File: src/rtl/spi_reg_pkg.sv
// spi_reg_pkg
// Shared types and helpers for the SPI register bank.
//   state_e   : frame FSM states
//   RW_WRITE  : R/W bit value selecting a write frame
//   RW_READ   : R/W bit value selecting a read frame
//   frame_w() : total frame length in bits (R/W + address + data)
package spi_reg_pkg;

  typedef enum logic [1:0] {
    IDLE  = 2'd0,
    CMD   = 2'd1,
    WDATA = 2'd2,
    RDATA = 2'd3
  } state_e;

  localparam logic RW_WRITE = 1'b1;
  localparam logic RW_READ  = 1'b0;

  function automatic int frame_w(input int addr_w, input int data_w);
    return 1 + addr_w + data_w;
  endfunction

endpackage

File: src/rtl/spi_reg_bank_if.sv
// spi_reg_bank_if
// SPI pin bundle between an SPI controller (master modport) and the
// register bank (slave modport).
//   ncs     : chip select, active low
//   sclk    : SPI clock (mode 0)
//   copi    : controller-out / peripheral-in data
//   cipo    : peripheral-out / controller-in read data
//   cipo_oe : high while the peripheral is driving read data
interface spi_reg_bank_if;
  logic ncs;
  logic sclk;
  logic copi;
  logic cipo;
  logic cipo_oe;

  modport master (
    output ncs,
    output sclk,
    output copi,
    input  cipo,
    input  cipo_oe
  );

  modport slave (
    input  ncs,
    input  sclk,
    input  copi,
    output cipo,
    output cipo_oe
  );
endinterface

File: src/rtl/spi_sync_edge.sv
// spi_sync_edge
// Brings one asynchronous input into the clk domain through a
// SYNC_STAGES-deep flop chain and flags its edges.
//   clk     : system clock
//   rst_n   : synchronous active-low reset, loads RST_VAL everywhere
//   i_async : asynchronous input
//   o_level : synchronised level
//   o_rise  : one-clk pulse on a synchronised 0->1 transition
//   o_fall  : one-clk pulse on a synchronised 1->0 transition
module spi_sync_edge #(
  parameter int   SYNC_STAGES = 2,
  parameter logic RST_VAL     = 1'b0
) (
  input  logic clk,
  input  logic rst_n,
  input  logic i_async,
  output logic o_level,
  output logic o_rise,
  output logic o_fall
);

  logic [SYNC_STAGES-1:0] r_sync;
  logic                   r_prev;

  always_ff @(posedge clk) begin
    if (!rst_n) begin
      r_sync <= {SYNC_STAGES{RST_VAL}};
      r_prev <= RST_VAL;
    end else begin
      r_sync <= {r_sync[SYNC_STAGES-2:0], i_async};
      r_prev <= r_sync[SYNC_STAGES-1];
    end
  end

  // Edges compare the last synchronised sample with the one before it,
  // so the metastable first stage never feeds edge logic directly.
  assign o_level = r_sync[SYNC_STAGES-1];
  assign o_rise  = r_sync[SYNC_STAGES-1] & ~r_prev;
  assign o_fall  = ~r_sync[SYNC_STAGES-1] & r_prev;

endmodule

File: src/rtl/spi_reg_bank.sv
// spi_reg_bank
// SPI mode-0 peripheral exposing NUM_REGS x DATA_W configuration
// registers. Frame = R/W bit, ADDR_W address bits, DATA_W data bits,
// MSB first. Writes commit on chip-select release; reads stream the
// addressed register on cipo.
//   clk         : system clock
//   rst_n       : synchronous active-low reset
//   spi         : SPI pins (slave modport)
//   o_regs_q    : flat register contents, reg i at [i*DATA_W +: DATA_W]
//   o_wr_strobe : one-clk pulse when a write commits
//   o_wr_addr   : address of the last committed write
//   o_frame_err : one-clk pulse on a malformed or out-of-range frame
//
// state | meaning
// IDLE  | chip select high, waiting for a frame
// CMD   | shifting in R/W bit and address
// WDATA | shifting in write data
// RDATA | driving read data on cipo, one bit per sclk fall
module spi_reg_bank
  import spi_reg_pkg::*;
#(
  parameter int NUM_REGS    = 8,
  parameter int DATA_W      = 8,
  parameter int ADDR_W      = 7,
  parameter int SYNC_STAGES = 2
) (
  input  logic                       clk,
  input  logic                       rst_n,
  spi_reg_bank_if.slave              spi,
  output logic [NUM_REGS*DATA_W-1:0] o_regs_q,
  output logic                       o_wr_strobe,
  output logic [ADDR_W-1:0]          o_wr_addr,
  output logic                       o_frame_err
);

  localparam int FRAME_W = frame_w(ADDR_W, DATA_W);
  // Wide enough to hold FRAME_W+1 so long frames stay distinguishable.
  localparam int CNT_W   = $clog2(FRAME_W + 2);

  localparam logic [CNT_W-1:0] CNT_FRAME    = CNT_W'(FRAME_W);
  localparam logic [CNT_W-1:0] CNT_LAST_ADR = CNT_W'(ADDR_W);
  localparam logic [CNT_W-1:0] CNT_MAX      = '1;

  logic w_ncs_level, w_ncs_rise, w_ncs_fall;
  logic w_sclk_level, w_sclk_rise, w_sclk_fall;
  logic w_copi, w_copi_rise, w_copi_fall;
  logic w_unused;

  spi_sync_edge #(.SYNC_STAGES(SYNC_STAGES), .RST_VAL(1'b1)) u_sync_ncs (
    .clk     (clk),
    .rst_n   (rst_n),
    .i_async (spi.ncs),
    .o_level (w_ncs_level),
    .o_rise  (w_ncs_rise),
    .o_fall  (w_ncs_fall)
  );

  spi_sync_edge #(.SYNC_STAGES(SYNC_STAGES), .RST_VAL(1'b0)) u_sync_sclk (
    .clk     (clk),
    .rst_n   (rst_n),
    .i_async (spi.sclk),
    .o_level (w_sclk_level),
    .o_rise  (w_sclk_rise),
    .o_fall  (w_sclk_fall)
  );

  spi_sync_edge #(.SYNC_STAGES(SYNC_STAGES), .RST_VAL(1'b0)) u_sync_copi (
    .clk     (clk),
    .rst_n   (rst_n),
    .i_async (spi.copi),
    .o_level (w_copi),
    .o_rise  (w_copi_rise),
    .o_fall  (w_copi_fall)
  );

  state_e                r_state, w_state_d;
  logic [CNT_W-1:0]      r_cnt, w_cnt_d;
  logic [FRAME_W-1:0]    r_rx, w_rx_d, w_rx_shift;
  logic [DATA_W-1:0]     r_tx, w_tx_d, w_rd_data;
  logic [ADDR_W-1:0]     r_addr, w_addr_d, w_next_addr;
  logic                  r_rw, w_rw_d;
  logic                  r_cipo, w_cipo_d;
  logic                  r_wr_strobe, w_wr_strobe_d;
  logic [ADDR_W-1:0]     r_wr_addr, w_wr_addr_d;
  logic                  r_frame_err, w_frame_err_d;
  logic                  w_we;
  logic                  w_addr_ok;
  logic [DATA_W-1:0]     r_regs [NUM_REGS];

  // The top frame bit is the R/W flag and is taken from w_rx_shift when
  // the address completes, so the stored copy is never read.
  assign w_unused = &{1'b0, w_sclk_level, w_copi_rise, w_copi_fall, r_rx[FRAME_W-1]};

  assign w_rx_shift  = {r_rx[FRAME_W-2:0], w_copi};
  assign w_next_addr = w_rx_shift[ADDR_W-1:0];
  assign w_addr_ok   = (32'(r_addr) < NUM_REGS);

  // Read mux keyed on the address that is completing this cycle;
  // unimplemented addresses read as zero.
  always_comb begin
    w_rd_data = '0;
    for (int i = 0; i < NUM_REGS; i++) begin
      if (32'(w_next_addr) == i) w_rd_data = r_regs[i];
    end
  end

  always_comb begin
    w_state_d     = r_state;
    w_cnt_d       = r_cnt;
    w_rx_d        = r_rx;
    w_tx_d        = r_tx;
    w_addr_d      = r_addr;
    w_rw_d        = r_rw;
    w_cipo_d      = r_cipo;
    w_wr_addr_d   = r_wr_addr;
    w_wr_strobe_d = 1'b0;
    w_frame_err_d = 1'b0;
    w_we          = 1'b0;

    // Chip-select edges take priority; any sclk edge in the same cycle
    // is dropped.
    if (w_ncs_fall) begin
      w_state_d = CMD;
      w_cnt_d   = '0;
      w_rx_d    = '0;
      w_tx_d    = '0;
    end else if (w_ncs_rise) begin
      w_state_d = IDLE;
      w_cipo_d  = 1'b0;
      if (r_state != IDLE) begin
        if ((r_cnt != CNT_FRAME) || !w_addr_ok) begin
          w_frame_err_d = 1'b1;
        end else if (r_rw == RW_WRITE) begin
          w_we          = 1'b1;
          w_wr_strobe_d = 1'b1;
          w_wr_addr_d   = r_addr;
        end
      end
    end else if (!w_ncs_level) begin
      unique case (r_state)
        IDLE: ;
        CMD: begin
          if (w_sclk_rise) begin
            w_rx_d  = w_rx_shift;
            w_cnt_d = r_cnt + CNT_W'(1);
            if (r_cnt == CNT_LAST_ADR) begin
              w_rw_d   = w_rx_shift[ADDR_W];
              w_addr_d = w_next_addr;
              if (w_rx_shift[ADDR_W] == RW_WRITE) begin
                w_state_d = WDATA;
              end else begin
                w_state_d = RDATA;
                w_tx_d    = w_rd_data;
              end
            end
          end
        end
        WDATA: begin
          if (w_sclk_rise) begin
            if (r_cnt < CNT_FRAME) w_rx_d = w_rx_shift;
            if (r_cnt != CNT_MAX) w_cnt_d = r_cnt + CNT_W'(1);
          end
        end
        RDATA: begin
          if (w_sclk_rise && (r_cnt != CNT_MAX)) w_cnt_d = r_cnt + CNT_W'(1);
          // First fall after the last address bit presents the MSB, so
          // the controller samples it on the next rising edge.
          if (w_sclk_fall) begin
            w_cipo_d = r_tx[DATA_W-1];
            w_tx_d   = r_tx << 1;
          end
        end
        default: w_state_d = IDLE;
      endcase
    end
  end

  always_ff @(posedge clk) begin
    if (!rst_n) begin
      r_state     <= IDLE;
      r_cnt       <= '0;
      r_rx        <= '0;
      r_tx        <= '0;
      r_addr      <= '0;
      r_rw        <= RW_READ;
      r_cipo      <= 1'b0;
      r_wr_strobe <= 1'b0;
      r_wr_addr   <= '0;
      r_frame_err <= 1'b0;
      for (int i = 0; i < NUM_REGS; i++) r_regs[i] <= '0;
    end else begin
      r_state     <= w_state_d;
      r_cnt       <= w_cnt_d;
      r_rx        <= w_rx_d;
      r_tx        <= w_tx_d;
      r_addr      <= w_addr_d;
      r_rw        <= w_rw_d;
      r_cipo      <= w_cipo_d;
      r_wr_strobe <= w_wr_strobe_d;
      r_wr_addr   <= w_wr_addr_d;
      r_frame_err <= w_frame_err_d;
      for (int i = 0; i < NUM_REGS; i++) begin
        if (w_we && (32'(r_addr) == i)) r_regs[i] <= r_rx[DATA_W-1:0];
      end
    end
  end

  always_comb begin
    o_regs_q = '0;
    for (int i = 0; i < NUM_REGS; i++) o_regs_q[i*DATA_W +: DATA_W] = r_regs[i];
  end

  assign spi.cipo    = r_cipo;
  assign spi.cipo_oe = (r_state == RDATA);
  assign o_wr_strobe = r_wr_strobe;
  assign o_wr_addr   = r_wr_addr;
  assign o_frame_err = r_frame_err;

endmodule
File: src/flat_wrapper.sv
// flat-port wrapper written by rule: the top's interface ports become plain ports
module spi_reg_bank_flat import spi_reg_pkg::*;
#(
  parameter int NUM_REGS    = 8,
  parameter int DATA_W      = 8,
  parameter int ADDR_W      = 7,
  parameter int SYNC_STAGES = 2
)
  (clk, rst_n, o_regs_q, o_wr_strobe, o_wr_addr, o_frame_err, spi_ncs, spi_sclk, spi_copi, spi_cipo, spi_cipo_oe);
  spi_reg_bank_if spi_i ();
  input  logic clk;
  input  logic rst_n;
  output logic [NUM_REGS*DATA_W-1:0] o_regs_q;
  output logic o_wr_strobe;
  output logic [ADDR_W-1:0] o_wr_addr;
  output logic o_frame_err;
  input wire logic [$bits(spi_i.ncs)-1:0] spi_ncs;
  input wire logic [$bits(spi_i.sclk)-1:0] spi_sclk;
  input wire logic [$bits(spi_i.copi)-1:0] spi_copi;
  output wire logic [$bits(spi_i.cipo)-1:0] spi_cipo;
  output wire logic [$bits(spi_i.cipo_oe)-1:0] spi_cipo_oe;
  assign spi_i.ncs = spi_ncs;
  assign spi_i.sclk = spi_sclk;
  assign spi_i.copi = spi_copi;
  assign spi_cipo = spi_i.cipo;
  assign spi_cipo_oe = spi_i.cipo_oe;
  spi_reg_bank #(.NUM_REGS(NUM_REGS), .DATA_W(DATA_W), .ADDR_W(ADDR_W), .SYNC_STAGES(SYNC_STAGES)) u_core (.clk(clk), .rst_n(rst_n), .spi(spi_i), .o_regs_q(o_regs_q), .o_wr_strobe(o_wr_strobe), .o_wr_addr(o_wr_addr), .o_frame_err(o_frame_err));
endmodule
File: config.mk
export PLATFORM = sky130hd
export DESIGN_NAME = spi_reg_bank_flat
export DESIGN_NICKNAME = d
export VERILOG_FILES = /design/src/rtl/spi_reg_pkg.sv /design/src/rtl/spi_reg_bank_if.sv /design/src/rtl/spi_sync_edge.sv /design/src/rtl/spi_reg_bank.sv /design/src/flat_wrapper.sv
export SDC_FILE = /design/constraint.sdc
export NUM_CORES = 1
export LEC_CHECK = 0
export BUFFER_PORTS_ARGS = -buffer_cell sky130_fd_sc_hd__buf_2
export CORE_MARGIN = 2
export CORE_UTILIZATION = 28
export DETAILED_ROUTE_END_ITERATION = 8
export PLACE_DENSITY_LB_ADDON = 0.12
export SLEW_MARGIN = 20
export SYNTH_ARGS = -nofsm -noshare
export SYNTH_HDL_FRONTEND = slang
export SYNTH_SLANG_ARGS = --single-unit
File: constraint.sdc
create_clock -name clk -period 2.54 [get_ports clk]
set_clock_uncertainty 0.2 [all_clocks]
set_input_delay 0.127 -clock clk [delete_from_list [all_inputs] [get_ports clk]]
set_output_delay 0.127 -clock clk [all_outputs]
set_load 0.01 [all_outputs]
==> reports/metrics.cfg, run 1 <==
[timing]
post-route-period-util_pct=91.14
rsz0062_at_grt=false
final_hold_viol_count=0
worst_slew_margin_rel_pct=61.22
fmax_mhz=432.0
hold_ws_ns=0.2149
tns_ns=0
layout_min_cycle_time_ns=2.315
drv_slew=0
setup_violations=0
max_slew.worst_pin.slew_ns=0.5816

[floorplanning]
io_pins=80
die_h_um=138.6
start_util_pct=28.42
die_area_um2=19200
core_area_um2=17840
rows=49
die_w_um=138.6

[yosys]
synthesis.area_um2=5071
ys_warn_count=0
ys_seq_elements=113
synthArstFlopShare_pct=0
syn-instance-count=437
ys.flop_type=edfxtp_1
synth_cell_types=63
ys_seq_area_share_pct=57.24
syn-num-nets=448
synth_edf_count=64
syn_avg_cell_area_um2=11.60

[setup_path]
path_max_fanout=8
cp_slowest_cell=or3b_1
path_class=reg -> reg
cp_slowest_stage_delay_ns=0.39
path_cells=inv_1 -> ha_1 -> and3b_1 -> and4_1 -> or3b_1 -> nand2_1
critPathRequiredTime_ns=2.43
cp-end-kind=flop
cp-start-kind=flop
critPathArrivalTime_ns=2.21

[layout]
drive_gt1_share_pct=30.22
post-route-util_pct=36.03
final_common_cell=buf_2
area_growth_pct=26.77
n_antenna_cell=0
nets=554
num-fill-cells=1765
final_cell_mix=79 x buf_2, 78 x nor2_1, 64 x edfxtp_1
stdcell_count=785

[drt]
drc=0
drtAntennaViolNets=0
avgRoutedWirePerCell_um=17.77
dr.first_iter.drc_count=189
routed_via_density=4.761
totalWireLength_um=13950
drt_first_pass_iters=4
num_vias=3737

[pwr]
peakVddDrop_mv=0.4536
seqPwrFrac_pct=45.3
power_mw=4.412
p_int_mw=3.321
p_clk_share_pct=50.3
switching_share_pct=24.72
combPwrFrac_pct=4.4
leakage_nw=2.589
p_switching_mw=1.091
p_per_area_nw_per_um2=686.3

[grt]
grt-ovfl-total=0
antenna_found_initial=0
grt_pass1_wl_um=21980
first_global_vias=3747
track_usage_pct=15.11
grt_max_degree=25

[placement]
dp_hpwl_um=10430
gp_congestion=0.8017
port_buffers=79
dp.cells=748

[clock_tree]
tritoncts=done
path_clk_slew_ns=0.06
h-tree-depth=4
clock_path_buffers=2
post-cts-setup-buffer-count=0
cts_buffers=17
root_buffer=clkbuf_16
cts_sinks=113
clk_latency_ns=0.42

[run]
maxCapViolations=0

[min_path]
hold_class=reg -> reg

[outcome]
status=finished clean

==> registers in the layout, indices dropped and copies added (netlist names), 2 cells and up <==
register and count:
u_core.r_addr 7, u_core.o_wr_addr 7, u_core.u_sync_copi.r_sync 2, u_core.r_rx 8, u_core.r_cnt 5, u_core.r_regs 64
u_core.r_state 2, u_core.r_tx 8, u_core.u_sync_ncs.r_sync 2, u_core.u_sync_sclk.r_sync 2
==> cells in the mapped netlist (all sizes together) (3+ instances only) <==
master | number | area (um2)
ha | 6 | 75.07
and2 | 13 | 81.33
o21ai | 6 | 33.78
a21oi | 11 | 55.05
o2111ai | 6 | 52.55
clkbuf | 8 | 30.03
and3 | 3 | 18.77
nor2b | 9 | 56.30
nand2b | 15 | 93.84
dfxtp | 49 | 980.9
o221a | 6 | 67.56
nand4 | 8 | 50.05
nor4 | 3 | 48.80
nand2 | 23 | 88.84
mux4 | 9 | 202.7
buf | 17 | 105.1
a2bb2oi | 6 | 52.55
mux2i | 22 | 220.2
nand3 | 18 | 100.1
inv | 15 | 56.30
edfxtp | 64 | 1922
or2 | 3 | 18.77
nor2 | 78 | 292.8
o21a | 6 | 45.04
==> metal layers <==
metal  part of all wire (%)  wire length [um]  up-vias  track usage, %
li1                       -                 -     1796               -
met1                     44              6178     1824           19.37
met2                     48              6762      103           24.52
met3                    5.6               782       14           4.385
met4                    1.6               223        0           5.209
met5                      0                 0        -               0
==> power groups by stage <==
stage          combinational (mW)  clock (mW)  sequential (mW)
2_1_floorplan              0.0938           0             2.05
3_3_place_gp                0.192           0             2.04
3_5_place_dp                0.192           0             2.04
4_1_cts                     0.198        2.26             2.00
5_1_grt                     0.213        2.36             2.00
6_report                    0.195        2.22             2.00
==> stage by stage <==
| step | cell area [um2] | setup WS, ns |
|---|---|---|
| after floorplan | 5071 | 0.06942 |
| after global placement | 5828 | 0.2596 |
| after detailed placement | 5828 | 0.2110 |
| after CTS | 6429 | 0.2032 |
| after global routing | 6429 | 0.07904 |
| final | 6429 | 0.2252 |
==> critical path: cells and delay by family (launching register included) <==
family / cells / cell delay [ns]
simple gates: 4 / 1.14
flops: 1 / 0.37
fa+ha+maj: 1 / 0.22
buf+inv: 1 / 0.07
==> area by class of cell <==
| class | count | area (um2) | share of cell area [%] |
|---|---|---|---|
| repair buffers | 112 | 655.6 | 10.20 |
| multi-input cells | 284 | 1977 | 30.75 |
| inverters | 15 | 56.30 | 0.8758 |
| clock buffers | 17 | 425.4 | 6.617 |
| well taps | 229 | 286.5 | 4.457 |
| clock inverters | 15 | 125.1 | 1.946 |
| flip-flops and latches | 113 | 2903 | 45.15 |
==> final timing paths <==
| kind | startpoint | endpoint | slack (ns) | cells past startpoint |
|---|---|---|---|---|
| min reg2reg | u_core.u_sync_ncs.r_sync[0] | u_core.u_sync_ncs.r_sync[1] | 0.21 | 1 |
| max reg2reg | u_core.u_sync_ncs.r_sync[1] | u_core.r_regs[0][33] | 0.23 | 6 |
| min | u_core.u_sync_ncs.r_sync[0] | u_core.u_sync_ncs.r_sync[1] | 0.21 | 1 |
| max | u_core.u_sync_ncs.r_sync[1] | u_core.r_regs[0][33] | 0.23 | 6 |
==> repair_timing <==
action | 4_1_cts | 5_1_grt
gates resized for setup | 0 | 0
hold endpoints to repair | 5 | 0
hold buffers | 5 | 0
==> logic make-up (layout without fill, tap and decap cells) <==
logic type	Yosys count	after routing	synth area share, %
simple gates	191	191	20.31
buf+inv	40	159	3.775
fa+ha+maj	6	6	1.480
xor+xnor	3	3	0.5182
compound gates	53	53	8.340
mux	31	31	8.339
flops	113	113	57.24
Note: power is estimated with default switching activity, not from simulation.
==> run 2, diff against run 1 <==
Clock period 2.54 ns to 1.9 ns, I/O delays scaled along.
==> run 2 against run 1 <==
Compared with the run above:
- the run now ends with negative setup slack left
- final area increased by 15%
- core utilization rose by 5.3 points
- sequential share of layout area decreased by 5.6 points
- non-clock buffer count increased by 35
- flip-flop and latch count unchanged
- die area stayed put
- count of clock-buffer cells in the layout unchanged
- cell count up 4.5%
- maximum frequency grew 10%
- hold slack got worse by 0.082 ns
- critical path type unchanged
- critical endpoint is now u_core.r_regs[0][35]
==> reports/metrics.cfg, run 2 (synthesis gave the netlist of run 1 again) <==
[layout]
area_growth_pct=45.37  ; was 26.77%
n_antenna_cell=0  ; unchanged
num-fill-cells=1730  ; was 1,765
design_area_um2=7372  ; was 6429 um2
final_common_cell=buf_2  ; unchanged
drive_gt1_share_pct=45.85  ; was 30.22%
top_regs=u_core.r_regs x64, u_core.r_rx x8, u_core.r_tx x8  ; unchanged
nets=589  ; was 554
post-route-util_pct=41.32  ; was 36.03%
top_register=u_core.r_regs  ; unchanged
final_cell_mix=79 x buf_2, 70 x nor2_1, 64 x edfxtp_1  ; was 79 x buf_2, 78 x nor2_1, 64 x edfxtp_1
stdcell_count=820  ; was 785
largest_reg_flops=64  ; unchanged

[clock_tree]
h-tree-depth=4  ; unchanged
clk_latency_ns=0.42  ; about the same
clock_path_buffers=2  ; unchanged
root_buffer=clkbuf_16  ; unchanged
cts_sinks=113  ; unchanged
cts_buffers=17  ; unchanged
tritoncts=done  ; unchanged
path_clk_slew_ns=0.06  ; about the same

[pwr]
p_per_area_nw_per_um2=874.5  ; was 686.3 nW/um2
seqPwrFrac_pct=41.4  ; was 45.3%
p_clk_share_pct=53.3  ; was 50.3%
switching_share_pct=22.42  ; was 24.72%
power_mw=6.447  ; was 4.412 mW
leakage_nw=2.959  ; was 2.589 nW
p_int_mw=5.002  ; was 3.321 mW
peakVddDrop_mv=0.5869  ; was 0.4536 mV
combPwrFrac_pct=5.3  ; was 4.4%
p_switching_mw=1.446  ; was 1.091 mW

[min_path]
hold_class=in -> reg  ; was reg -> reg

[setup_path]
cp_slowest_cell=or3b_4  ; was or3b_1
r2r_start=u_core.u_sync_ncs.r_sync[1]  ; unchanged
path_class=reg -> reg  ; unchanged
cp-end-kind=flop  ; unchanged
r2r_setup_slack_ns=-0.20  ; was 0.23 ns
worstSetupStartpoint=u_core.u_sync_ncs.r_sync[1]  ; unchanged
critPathArrivalTime_ns=2.16  ; was 2.21 ns
critPathRequiredTime_ns=1.96  ; was 2.43 ns
path_cells=inv_4 -> ha_4 -> and3b_1 -> and4_4 -> or3b_4 -> buf_8 -> nor2_2  ; was inv_1 -> ha_1 -> and3b_1 -> and4_1 -> or3b_1 -> nand2_1
cp_slowest_stage_delay_ns=0.44  ; was 0.39 ns
endpoint=u_core.r_regs[0][35]  ; was u_core.r_regs[0][33]
regToRegEndpoint=u_core.r_regs[0][35]  ; was u_core.r_regs[0][33]
cp-start-kind=flop  ; unchanged
path_max_fanout=8  ; unchanged
r2r_cells=7  ; was 6

[timing]
post-route-period-util_pct=110.5  ; was 91.14%
rsz0062_at_grt=true  ; was false
fmax_mhz=476.5  ; was 432.0 MHz
setup_violations=114  ; was 0
layout_min_cycle_time_ns=2.099  ; was 2.315 ns
worst_slew_margin_rel_pct=62.94  ; was 61.22%
drv_slew=0  ; unchanged
max_slew.worst_pin.slew_ns=0.5553  ; was 0.5816 ns
fin_ws_ns=-0.1987  ; was 0.2252 ns
final_hold_viol_count=0  ; unchanged

[outcome]
status=finished with violations  ; was finished clean
violations=negative setup slack

[floorplanning]
rows=49  ; unchanged
die_w_um=138.6  ; unchanged
start_util_pct=28.42  ; unchanged
io_pins=80  ; unchanged
core_area_um2=17840  ; unchanged
die_area_um2=19200  ; unchanged
die_h_um=138.6  ; unchanged

[grt]
grt-ovfl-total=0  ; unchanged
grt_pass1_wl_um=23420  ; was 21,980 um
grt_max_degree=22  ; was 25
track_usage_pct=15.87  ; was 15.11%
antenna_found_initial=0  ; unchanged
first_global_vias=4197  ; was 3,747

[placement]
port_buffers=79  ; unchanged
dp.cells=776  ; was 748
dpl_cell_area_um2=6215  ; was 5828 um2
dp_hpwl_um=10870  ; was 10,430 um
gp_congestion=0.7780  ; was 0.8017

[run]
maxCapViolations=0  ; unchanged

[drt]
routed_via_density=4.724  ; was 4.761
avgRoutedWirePerCell_um=18.20  ; was 17.77 um
drt_first_pass_iters=4  ; unchanged
num_vias=3874  ; was 3,737
totalWireLength_um=14930  ; was 13,950 um
dr.first_iter.drc_count=179  ; was 189
drc=0  ; unchanged
drtAntennaViolNets=0  ; unchanged

run 2: cell count changes in the layout (fill, tap and decap cells not counted), sizes merged:
cell | previous run | this run
buf | 107 | 140
inv | 24 | 19
bufinv | 0 | 4
clkinv | 3 | 6
clkinvlp | 3 | 1
dlygate4sd3 | 5 | 7
run 2: how the worst min path moves through the flow:
stage | to | cells past startpoint | slack (ns) | from
after floorplan | u_core.u_sync_ncs.r_sync[0] | 1 | -0.004 | spi_ncs
after global placement | u_core.u_sync_ncs.r_sync[0] | 2 | 0.08 | spi_ncs
after detailed placement | u_core.u_sync_ncs.r_sync[0] | 2 | 0.09 | spi_ncs
after CTS | u_core.u_sync_copi.r_sync[1] | 3 | 0.10 | rst_n
after global routing | u_core.u_sync_copi.r_sync[1] | 3 | 0.13 | rst_n
final | u_core.u_sync_copi.r_sync[1] | 3 | 0.13 | rst_n
run 2: final cells by class:
cell class | count | area (um2) | area share (%)
sequential | 113 | 2918 | 39.58
multi-input combinational | 284 | 2380 | 32.28
timing repair buffer | 147 | 1089 | 14.77
clock buffer | 17 | 425.4 | 5.771
tap | 229 | 286.5 | 3.887
clock inverter | 15 | 207.7 | 2.817
inverter | 15 | 66.31 | 0.8995
run 2: routing by layer:
metal	GRT usage (%)	part of all wire [%]	vias up
li1	-	-	1859
met1	18.85	44	1909
met2	27.23	50	84
met3	4.316	4.2	22
met4	6.606	2.1	0
met5	0	0	-
run 2: critical path, delay by kind of cell, from the launching register on:
family	cells	cell delay, ns
adders and majority gates	1	0.15
and+or+nand+nor	4	1.01
buffers and inverters	2	0.21
DFF	1	0.37
run 2: power by group through the flow:
stage | registers (mW) | clock network [mW] | logic [mW]
6_report | 2.67 | 3.44 | 0.341
3_3_place_gp | 2.72 | 0 | 0.306
3_5_place_dp | 2.72 | 0 | 0.308
2_1_floorplan | 2.73 | 0 | 0.134
4_1_cts | 2.67 | 3.50 | 0.330
5_1_grt | 2.67 | 3.62 | 0.368
run 2: what timing repair did:
action / CTS / global route
resized for setup: 38 / 59
buffers inserted: 2 / 4
setup endpoints to repair: 145 / 143
pin swaps: 5 / 25
hold buffers: 7 / 0
endpoints found under the hold margin: 8 / 0
run 2: stage by stage:
stage | setup slack [ns] | TNS, ns | hold slack [ns]
CTS | -0.1715 | -11.85 | 0.1019
detailed placement | -0.2788 | -23.62 | 0.08513
floorplan | -0.2548 | -17.35 | -0.003529
finish | -0.1987 | -13.23 | 0.1325
global route | -0.2496 | -21.69 | 0.1292
global placement | -0.2459 | -19.92 | 0.08464
==> run 3, diff against run 2 <==
Settings changed: ABC_AREA set to 1.
==> run 3 against run 2 <==
Compared with the run above:
- the flow still finishes with violations (negative setup slack)
- non-clock buffer count is 30 higher
- cell count is 20% higher
- flip-flop and latch count is the same
- sequential share of layout area shrank 2.3 points
- die area fell by 2.4%
- final area rose by 5.9%
- core utilization increased by 3.8 points
- hold slack improved by 0.069 ns
- clock power shrank 8.4%
- global-route usage rose by 1.6 points
- wire length up 8.5%
- maximum frequency grew 3.0%
- critical path type unchanged
==> reports/metrics.cfg, run 3 <==
[floorplanning]
io_pins=80  ; unchanged
die_area_um2=18740  ; was 19,200 um2
core_area_um2=17300  ; was 17,840 um2
start_util_pct=28.60  ; was 28.42%
die_w_um=136.9  ; was 138.6 um
die_h_um=136.9  ; was 138.6 um
rows=48  ; was 49

[clock_tree]
clk_latency_ns=0.41  ; was 0.42 ns
path_clk_slew_ns=0.05  ; was 0.06 ns
h-tree-depth=4  ; unchanged
cts_sinks=113  ; unchanged
clock_path_buffers=2  ; unchanged
root_buffer=clkbuf_16  ; unchanged
tritoncts=done  ; unchanged
cts_buffers=17  ; unchanged

[drt]
totalWireLength_um=16190  ; was 14,930 um
drt_first_pass_iters=5  ; was 4
num_vias=4540  ; was 3,874
avgRoutedWirePerCell_um=16.52  ; was 18.20 um
drc=0  ; unchanged
routed_via_density=4.633  ; was 4.724
dr.first_iter.drc_count=254  ; was 179
drtAntennaViolNets=0  ; unchanged

[yosys]
synth_cell_types=35  ; was 63
syn-num-nets=567  ; was 448
synthArstFlopShare_pct=0  ; unchanged
ys_warn_count=0  ; unchanged
synth_area_leaders=edfxtp_1 39%, dfxtp_1 20%, nand2_1 8.1%  ; was edfxtp_1 38%, dfxtp_1 19%, nor2_1 5.8%
ys_seq_area_share_pct=58.69  ; was 57.24%
synth_most_common_cell=nand2_1  ; was nor2_1
synth_top_area_cell=edfxtp_1  ; unchanged
ys_seq_elements=113  ; unchanged
syn_avg_cell_area_um2=8.896  ; was 11.60 um2
syn-instance-count=556  ; was 437
ys.flop_type=edfxtp_1  ; unchanged
synth_top_area_share_pct=38.86  ; was 37.90%
synth_edf_count=64  ; unchanged
synthesis.area_um2=4946  ; was 5071 um2
synth_common_cells=107 x nand2_1, 96 x nor2_1, 68 x inv_1  ; was 78 x nor2_1, 64 x edfxtp_1, 49 x dfxtp_1

[layout]
regArea_um2=2913  ; was 2918 um2
final_common_cell=nand2_1  ; was buf_2
num-fill-cells=1706  ; was 1,730
n_antenna_cell=0  ; unchanged
drive_gt1_share_pct=45.83  ; was 45.85%
post-route-util_pct=45.14  ; was 41.32%
area_growth_pct=57.85  ; was 45.37%
top_regs=u_core.r_regs x64, u_core.r_rx x8, u_core.r_tx x8  ; unchanged
final_cell_mix=87 x nand2_1, 78 x buf_2, 70 x buf_4  ; was 79 x buf_2, 70 x nor2_1, 64 x edfxtp_1
largest_reg_flops=64  ; unchanged
multiInputGateArea_um2=2420  ; was 2380 um2
nets=753  ; was 589
top_register=u_core.r_regs  ; unchanged

[run]
maxCapViolations=0  ; unchanged

[setup_path]
r2r_cells=7  ; unchanged
cp_slowest_cell=or3_4  ; was or3b_4
critPathRequiredTime_ns=1.83  ; was 1.96 ns
cp_num_cells=7  ; unchanged
cp-start-kind=flop  ; unchanged
endpoint=u_core.r_regs[0][62]  ; was u_core.r_regs[0][35]
path_max_fanout=8  ; unchanged
r2r_setup_slack_ns=-0.14  ; was -0.20 ns
cp_slowest_stage_delay_ns=0.40  ; was 0.44 ns
critPathArrivalTime_ns=1.97  ; was 2.16 ns
r2r_start=u_core.r_addr[6]  ; was u_core.u_sync_ncs.r_sync[1]
crit_top_cell=buf_6
crit_buf_inv=3  ; was 2
worstSetupStartpoint=u_core.r_addr[6]  ; was u_core.u_sync_ncs.r_sync[1]
cpLargestDelayFamily=simple AND/OR/NAND/NOR gates  ; unchanged
regToRegEndpoint=u_core.r_regs[0][62]  ; was u_core.r_regs[0][35]
path_class=reg -> reg  ; unchanged
path_cells=or3_4 -> buf_6 -> nor2_4 -> nand2_4 -> buf_6 -> o31ai_4 -> buf_12  ; was inv_4 -> ha_4 -> and3b_1 -> and4_4 -> or3b_4 -> buf_8 -> nor2_2
cp-end-kind=flop  ; unchanged

[placement]
port_buffers=79  ; unchanged
dp_hpwl_um=11750  ; was 10,870 um
gp_congestion=0.7959  ; was 0.7780

[min_path]
hold_class=in -> reg  ; unchanged
min_from=spi_copi  ; was rst_n

[timing]
worst_slew_margin_rel_pct=49.84  ; was 62.94%
max_slew.worst_pin.slew_ns=0.7506  ; was 0.5553 ns
final_hold_viol_count=0  ; unchanged
setup_violations=106  ; was 114
fin_ws_ns=-0.1376  ; was -0.1987 ns
drv_slew=0  ; unchanged
post-route-period-util_pct=107.2  ; was 110.5%
layout_min_cycle_time_ns=2.038  ; was 2.099 ns
rsz0062_at_grt=true  ; unchanged
fmax_mhz=490.8  ; was 476.5 MHz

[outcome]
violations=negative setup slack  ; unchanged
status=finished with violations  ; unchanged

[grt]
track_usage_pct=17.47  ; was 15.87%
grt-ovfl-total=0  ; unchanged
first_global_vias=4325  ; was 4,197
grt_pass1_wl_um=24140  ; was 23,420 um
grt_max_degree=19  ; was 22
antenna_found_initial=0  ; unchanged

[pwr]
p_per_area_nw_per_um2=791.7  ; was 874.5 nW/um2
leakage_nw=3.214  ; was 2.959 nW
power_mw=6.182  ; was 6.447 mW
peakVddDrop_mv=0.6234  ; was 0.5869 mV

[run 3: area by class of cell]
class / count / area share [%]
Sequential cell: 113 / 37.31
Timing Repair inverter: 1 / 0.06410
Tap cell: 225 / 3.606
Timing Repair Buffer: 177 / 16.81
Clock inverter: 15 / 2.067
Inverter: 72 / 3.702
Multi-Input combinational cell: 360 / 30.99
Clock buffer: 17 / 5.449
[run 3: how the worst min path moves through the flow]
stage / end / depth (start not counted)
floorplan: u_core.u_sync_copi.r_sync[0] / 2
global placement: u_core.u_sync_sclk.r_sync[0] / 3
detailed placement: u_core.u_sync_sclk.r_sync[0] / 3
CTS: u_core.u_sync_sclk.r_sync[0] / 4
global route: u_core.u_sync_sclk.r_sync[0] / 4
finish: u_core.u_sync_copi.r_sync[0] / 4
[run 3: kinds of logic (layout without fill, tap and decap cells)]
kind of cell	count (synthesis)	in the layout	synth area share (%)
AND/OR/NAND/NOR	276	277	24.56
adder cells (fa/ha/maj)	6	6	1.518
buffers and inverters	84	282	6.779
flip-flops	113	113	58.69
AO/OA/AOI/OAI	77	77	8.449
[run 3: timing repair]
item                                    CTS  global route
gates cloned                              0             3
endpoints found under the setup margin  123           145
hold endpoints to repair                 10             0
pin swaps                                 8            29
hold buffers                              5             0
resized for setup                        30           192
buffers inserted                          8            16
[run 3: per-layer routing]
| metal | vias to the layer above | share of wire [%] | global-route usage, % |
|---|---|---|---|
| li1 | 2212 | - | - |
| met1 | 2191 | 47 | 24.43 |
| met2 | 127 | 47 | 26.64 |
| met3 | 10 | 5.2 | 4.259 |
| met4 | 0 | 1.2 | 5.498 |
| met5 | - | 0 | 0 |
[run 3: worst reg2reg max path: cells and delay by family, from the launching register on]
kind                   cells  cell delay [ns]
and+or+nand+nor            3             0.57
buffers and inverters      3             0.41
DFF                        1             0.31
AOI/OAI and AO/OA          1             0.25
[run 3: through the flow]
| stage | setup WS, ns | hold WS (ns) | std cells | setup TNS (ns) | instance area [um2] |
|---|---|---|---|---|---|
| floorplan | -0.1772 | -0.007369 | 556 | -3.825 | 5030 |
| global placement | -0.1771 | 0.08548 | 917 | -9.968 | 6186 |
| detailed placement | -0.1926 | 0.08596 | 917 | -11.23 | 6186 |
| CTS | -0.1238 | 0.1790 | 962 | -6.536 | 6985 |
| global route | -0.2327 | 0.2148 | 980 | -21.48 | 7807 |
| finish | -0.1376 | 0.2014 | 980 | -9.362 | 7807 |
[run 3: where the power goes]
part | internal, mW | leakage (nW) | switching [mW]
clock | 1.94 | 0.273 | 1.21
combinational | 0.127 | 1.92 | 0.199
sequential | 2.65 | 1.02 | 0.0547
